--- src/rtl/hazard_ctrl_pkg.sv ---
// Shared types and constants for the pipeline interlock/flush controller.
package hazard_ctrl_pkg;

  localparam int unsigned REG_AW   = 5;
  localparam int unsigned SB_DEPTH = 3;
  localparam int unsigned CNT_W    = 2;
  localparam int unsigned STAT_W   = 32;

  localparam int unsigned STG_EX  = 0;
  localparam int unsigned STG_MEM = 1;
  localparam int unsigned STG_WB  = 2;

  typedef enum logic {
    ST_RUN   = 1'b0,
    ST_STALL = 1'b1
  } state_e;

  typedef struct packed {
    logic              valid;
    logic [REG_AW-1:0] dst;
  } sb_entry_t;

endpackage

--- src/rtl/hazard_scoreboard.sv ---
// Three-entry destination scoreboard (EX, MEM, WB) with RAW match and stall-count lookup.
module hazard_scoreboard
  import hazard_ctrl_pkg::*;
(
  input  logic              clk_i,
  input  logic              rst_i,
  input  logic              flush,
  input  logic              bubble,
  input  logic              regwrite,
  input  logic [REG_AW-1:0] dst,
  input  logic [REG_AW-1:0] rs,
  input  logic [REG_AW-1:0] rt,
  input  logic              use_rs,
  input  logic              use_rt,
  output logic              hazard_c,
  output logic [CNT_W-1:0]  count_c
);

  sb_entry_t entries [SB_DEPTH];

  // Shift register; a flush kills EX and MEM but lets the branch retire into WB.
  always_ff @(posedge clk_i) begin
    if (!rst_i) begin
      for (int i = 0; i < int'(SB_DEPTH); i++) entries[i] <= '0;
    end else begin
      entries[STG_WB] <= entries[STG_MEM];
      if (flush) begin
        entries[STG_MEM] <= '0;
        entries[STG_EX]  <= '0;
      end else begin
        entries[STG_MEM]      <= entries[STG_EX];
        entries[STG_EX].valid <= !bubble && regwrite && (dst != '0);
        entries[STG_EX].dst   <= bubble ? '0 : dst;
      end
    end
  end

  // Scan oldest to youngest so the youngest match sets the largest count.
  always_comb begin
    hazard_c = 1'b0;
    count_c  = '0;
    for (int i = int'(SB_DEPTH) - 1; i >= 0; i--) begin
      if (entries[i].valid &&
          ((use_rs && (rs != '0) && (entries[i].dst == rs)) ||
           (use_rt && (rt != '0) && (entries[i].dst == rt)))) begin
        hazard_c = 1'b1;
        count_c  = CNT_W'(int'(SB_DEPTH) - i);
      end
    end
  end

endmodule

--- src/rtl/hazard_ctrl.sv ---
// Decode-stage interlock and branch flush controller for the 5-stage pipeline.
// Define HAZARD_CTRL_STATS_EN to add saturating stall/flush cycle counters.
module hazard_ctrl
  import hazard_ctrl_pkg::*;
(
  input  logic              clk_i,
  input  logic              rst_i,
  input  logic [REG_AW-1:0] id_rs_i,
  input  logic [REG_AW-1:0] id_rt_i,
  input  logic              id_use_rs_i,
  input  logic              id_use_rt_i,
  input  logic              id_regwrite_i,
  input  logic [REG_AW-1:0] id_dst_i,
  input  logic              mem_br_taken_i,
  output logic              pc_write_o,
  output logic              ifid_write_o,
  output logic              ifid_flush_o,
  output logic              idex_bubble_o,
  output logic              exmem_flush_o,
  output logic              stall_o
`ifdef HAZARD_CTRL_STATS_EN
  ,
  output logic [STAT_W-1:0] stall_cycles_o,
  output logic [STAT_W-1:0] flush_cycles_o
`endif
);

  state_e            state;
  logic [CNT_W-1:0]  cnt;
  logic              hazard_c;
  logic [CNT_W-1:0]  count_c;
  logic              flush_c;
  logic              stall_c;

  assign flush_c = mem_br_taken_i;
  assign stall_c = (state == ST_STALL) || hazard_c;

  hazard_scoreboard u_sb (
    .clk_i    (clk_i),
    .rst_i    (rst_i),
    .flush    (flush_c),
    .bubble   (stall_c),
    .regwrite (id_regwrite_i),
    .dst      (id_dst_i),
    .rs       (id_rs_i),
    .rt       (id_rt_i),
    .use_rs   (id_use_rs_i),
    .use_rt   (id_use_rt_i),
    .hazard_c (hazard_c),
    .count_c  (count_c)
  );

  // cnt holds the STALL cycles still owed after the detecting RUN cycle.
  always_ff @(posedge clk_i) begin
    if (!rst_i || flush_c) begin
      state <= ST_RUN;
      cnt   <= '0;
    end else begin
      case (state)
        ST_RUN: begin
          if (hazard_c && (count_c > CNT_W'(1))) begin
            state <= ST_STALL;
            cnt   <= count_c - CNT_W'(1);
          end
        end
        ST_STALL: begin
          if (cnt <= CNT_W'(1)) begin
            state <= ST_RUN;
            cnt   <= '0;
          end else begin
            cnt <= cnt - CNT_W'(1);
          end
        end
        default: begin
          state <= ST_RUN;
          cnt   <= '0;
        end
      endcase
    end
  end

  // A taken branch overrides the interlock: everything younger is squashed.
  always_comb begin
    stall_o       = stall_c;
    pc_write_o    = flush_c || !stall_c;
    ifid_write_o  = flush_c || !stall_c;
    ifid_flush_o  = flush_c;
    idex_bubble_o = flush_c || stall_c;
    exmem_flush_o = flush_c;
  end

`ifdef HAZARD_CTRL_STATS_EN
  always_ff @(posedge clk_i) begin
    if (!rst_i) begin
      stall_cycles_o <= '0;
      flush_cycles_o <= '0;
    end else begin
      if (stall_c && !flush_c && (stall_cycles_o != '1))
        stall_cycles_o <= stall_cycles_o + STAT_W'(1);
      if (flush_c && (flush_cycles_o != '1))
        flush_cycles_o <= flush_cycles_o + STAT_W'(1);
    end
  end
`endif

endmodule

--- config.mk ---
export PLATFORM = sky130hd
export DESIGN_NAME = hazard_ctrl
export DESIGN_NICKNAME = d
export VERILOG_FILES = /design/src/rtl/hazard_ctrl_pkg.sv /design/src/rtl/hazard_scoreboard.sv /design/src/rtl/hazard_ctrl.sv
export SDC_FILE = /design/constraint.sdc
export NUM_CORES = 1
export LEC_CHECK = 0
export ABC_AREA = 1
export CAP_MARGIN = 20
export CORE_MARGIN = 2
export CORE_UTILIZATION = 55
export CTS_CLUSTER_DIAMETER = 100
export DETAILED_ROUTE_END_ITERATION = 10
export DONT_BUFFER_PORTS = 1
export GPL_ROUTABILITY_DRIVEN = 0
export HOLD_SLACK_MARGIN = 0.08
export PLACE_DENSITY = 0.67
export RECOVER_POWER = 100
export SYNTH_ARGS = -nofsm -noshare
export SYNTH_HDL_FRONTEND = slang
export SYNTH_SLANG_ARGS = --single-unit
--- constraint.sdc ---
create_clock -name clk_i -period 2.4 [get_ports clk_i]
set_clock_uncertainty 0.05 [all_clocks]
set_input_delay 0.24 -clock clk_i [delete_from_list [all_inputs] [get_ports clk_i]]
set_output_delay 0.24 -clock clk_i [all_outputs]
set_load 0.02 [all_outputs]
==> metrics.cfg <==
[floorplanning]
dieArea_um2=3010
core_um2=2480
die_width_um=54.9
ios=27
start_util_pct=57.5
rows=18
die_h_um=54.9

[cts]
cts_max_level=1
tritoncts=built
numCtsBuffers=3
postCtsSetupRepairBufs=0
clockBufferDepth=2
clk_pin_slew_ns=0.12
clock_tree.root_cell=clkbuf_4
cts_sinks=21
clk-insertion-delay-late_ns=0.32

[route]
wl_per_cell_um=11.3
drtIter0Drc=30
viasPerCell=4.80
wirelength_um=2530
route.detailed.drc=0
ant_nets=0
drt_first_pass_iters=4
dr_total_vias=1076

[synthesis]
synth_area_per_cell_um2=8.24
synth_seq_cells=21
synthTopCellsByArea=edfxtp_1 (38%), nand2_1 (9.5%), xor2_1 (8.0%)
synth_top_area_cell=edfxtp_1
syn_area_um2=1430
synth_cells=173
synth_most_common_cell=nand2_1
synth_commonest_cells=nand2_1 (36), inv_1 (26), nor2_1 (19)
synth-main-ff-cell=edfxtp_1
ys_seq_area_share_pct=42.1
synth_warnings=0
synth_edf_count=18
ys_async_sr_fraction_pct=0
yosys.area.top_type_share_pct=37.9
post_synth_num_cell_types=23

[global_route]
grt_pass1_wl_um=4190
grt_pass1_vias=1012
grt_max_degree=13
grt_use_total_pct=20.1
antenna_found_initial=0
overflow=0

[critical_path]
crit_fanout=3
end_kind=primary output
cp-start-kind=flop
required_ns=2.11
crit_type=flop to primary output
worst-endpoint-arrival_ns=1.85

[placement]
portBuffers=0
place.detailed.hpwl_um=2060
dp.cells=217
placed_area_um2=1500

[timing]
final.min_clock_period_ns=2.14
rsz0062_at_grt=false
setup_viol=0
hold_violations=0
final-max-slew-violation-count=0
min_period_over_period_pct=89.2
tns_ns=0
hold_slack_ns=0.0994
fmax_mhz=467

[outcome]
outcome=finished, final reports clean

[power]
irDropWorstVdd_mv=0.369
p_per_area_nw_per_um2=469
p_leak_nw=0.766

[final_layout]
fin_cells=224
area_delta_synth_final_pct=7.20
n_antenna_cell=0
layout-drive-gt1-share_pct=11.3
n_fill_cell=231
fin_util_pct=61.7
stdcell_area_um2=1530
nets=216

[hold_path]
hold_path_class=input pin to flop

[job]
maxCapViolCount=0

-- state kept, by name (all words and copies together) (netlist names) --
name and flops:
cnt 2, state 1, u_sb.entries 18
-- worst paths after layout --
kind / from / to / slack (ns) / cells past startpoint
setup reg to reg: u_sb.entries[0][7] / u_sb.entries[0][5] / 0.56 / 10
hold / removal: id_dst_i[3] / u_sb.entries[0][3] / 0.1 / 2
setup / recovery: u_sb.entries[0][12] / pc_write_o / 0.26 / 10
hold reg to reg: cnt[0] / cnt[0] / 0.46 / 1
-- final cells by class --
cell class | instances | area [um^2] | share of cell area [%]
timing repair buffer | 3 | 30.0 | 1.97
sequential | 21 | 601 | 39.3
inverter | 32 | 120 | 7.86
clock buffer | 3 | 22.5 | 1.47
multi-input combinational | 134 | 712 | 46.6
clock inverter | 1 | 5.00 | 0.328
tap | 30 | 37.5 | 2.46
-- timing repair --
| item | 4_1_cts | 5_1_grt |
|---|---|---|
| hold buffers | 2 | 1 |
| resized for setup | 0 | 1 |
| hold endpoints to repair | 7 | 1 |
| endpoints found under the setup margin | 0 | 2 |
-- routing by layer --
| layer | share of wire (%) | track usage [%] |
|---|---|---|
| met1 | 41 | 21.9 |
| met2 | 53 | 38.5 |
| met3 | 4.4 | 2.69 |
| met4 | 2.1 | 8.54 |
| met5 | 0 | 0 |
-- layout by cell type (no fill, tap or decap), drive strengths merged --
cell type    netlist  routed
a21oi              6       6
clkbuf             0       3
clkinv             1       2
conb               1      18
dfxtp              3       3
dlygate4sd3        0       3
edfxtp            18      18
inv               31      31
nand2             43      43
nand3             12      12
nand3b             1       1
nand4              1       1
nor2              26      26
o21a               1       1
o31ai              1       1
or2                1       1
xnor2             11      11
xor2              13      13
-- logic make-up (layout without fill, tap and decap cells) --
| family | after synthesis | count (layout) | synth area share, % |
|---|---|---|---|
| other | 1 | 18 | 0.263 |
| AOI/OAI and AO/OA | 8 | 8 | 3.16 |
| buffers and inverters | 35 | 39 | 10.0 |
| and+or+nand+nor | 84 | 84 | 29.7 |
| DFF | 21 | 21 | 42.1 |
| xor gates and xnor gates | 24 | 24 | 14.7 |
-- worst max-delay path, cell delays in order (launching register included) --
cell and delay [ns]:
edfxtp_1 0.43, or2_0 0.23, nand3_1 0.08, nor2_1 0.04, nand2_1 0.05, nand2_1 0.07
nand2_2 0.08, nand2_4 0.05, nor2_1 0.18, inv_2 0.11, nand2_2 0.20
-- power by group --
group / switching, mW / internal (mW)
clock network: 0.114 / 0.0625
logic: 0.0608 / 0.0465
registers: 0.0164 / 0.416
total: 0.191 / 0.525
-- per-stage QoR --
step	worst slack [ns]	power, mW
3_3_place_gp	0.586	0.542
5_1_grt	0.0663	0.758
2_1_floorplan	0.578	0.535
4_1_cts	0.160	0.722
3_5_place_dp	0.524	0.546
6_report	0.258	0.716
(Power assumes the default switching activity.)
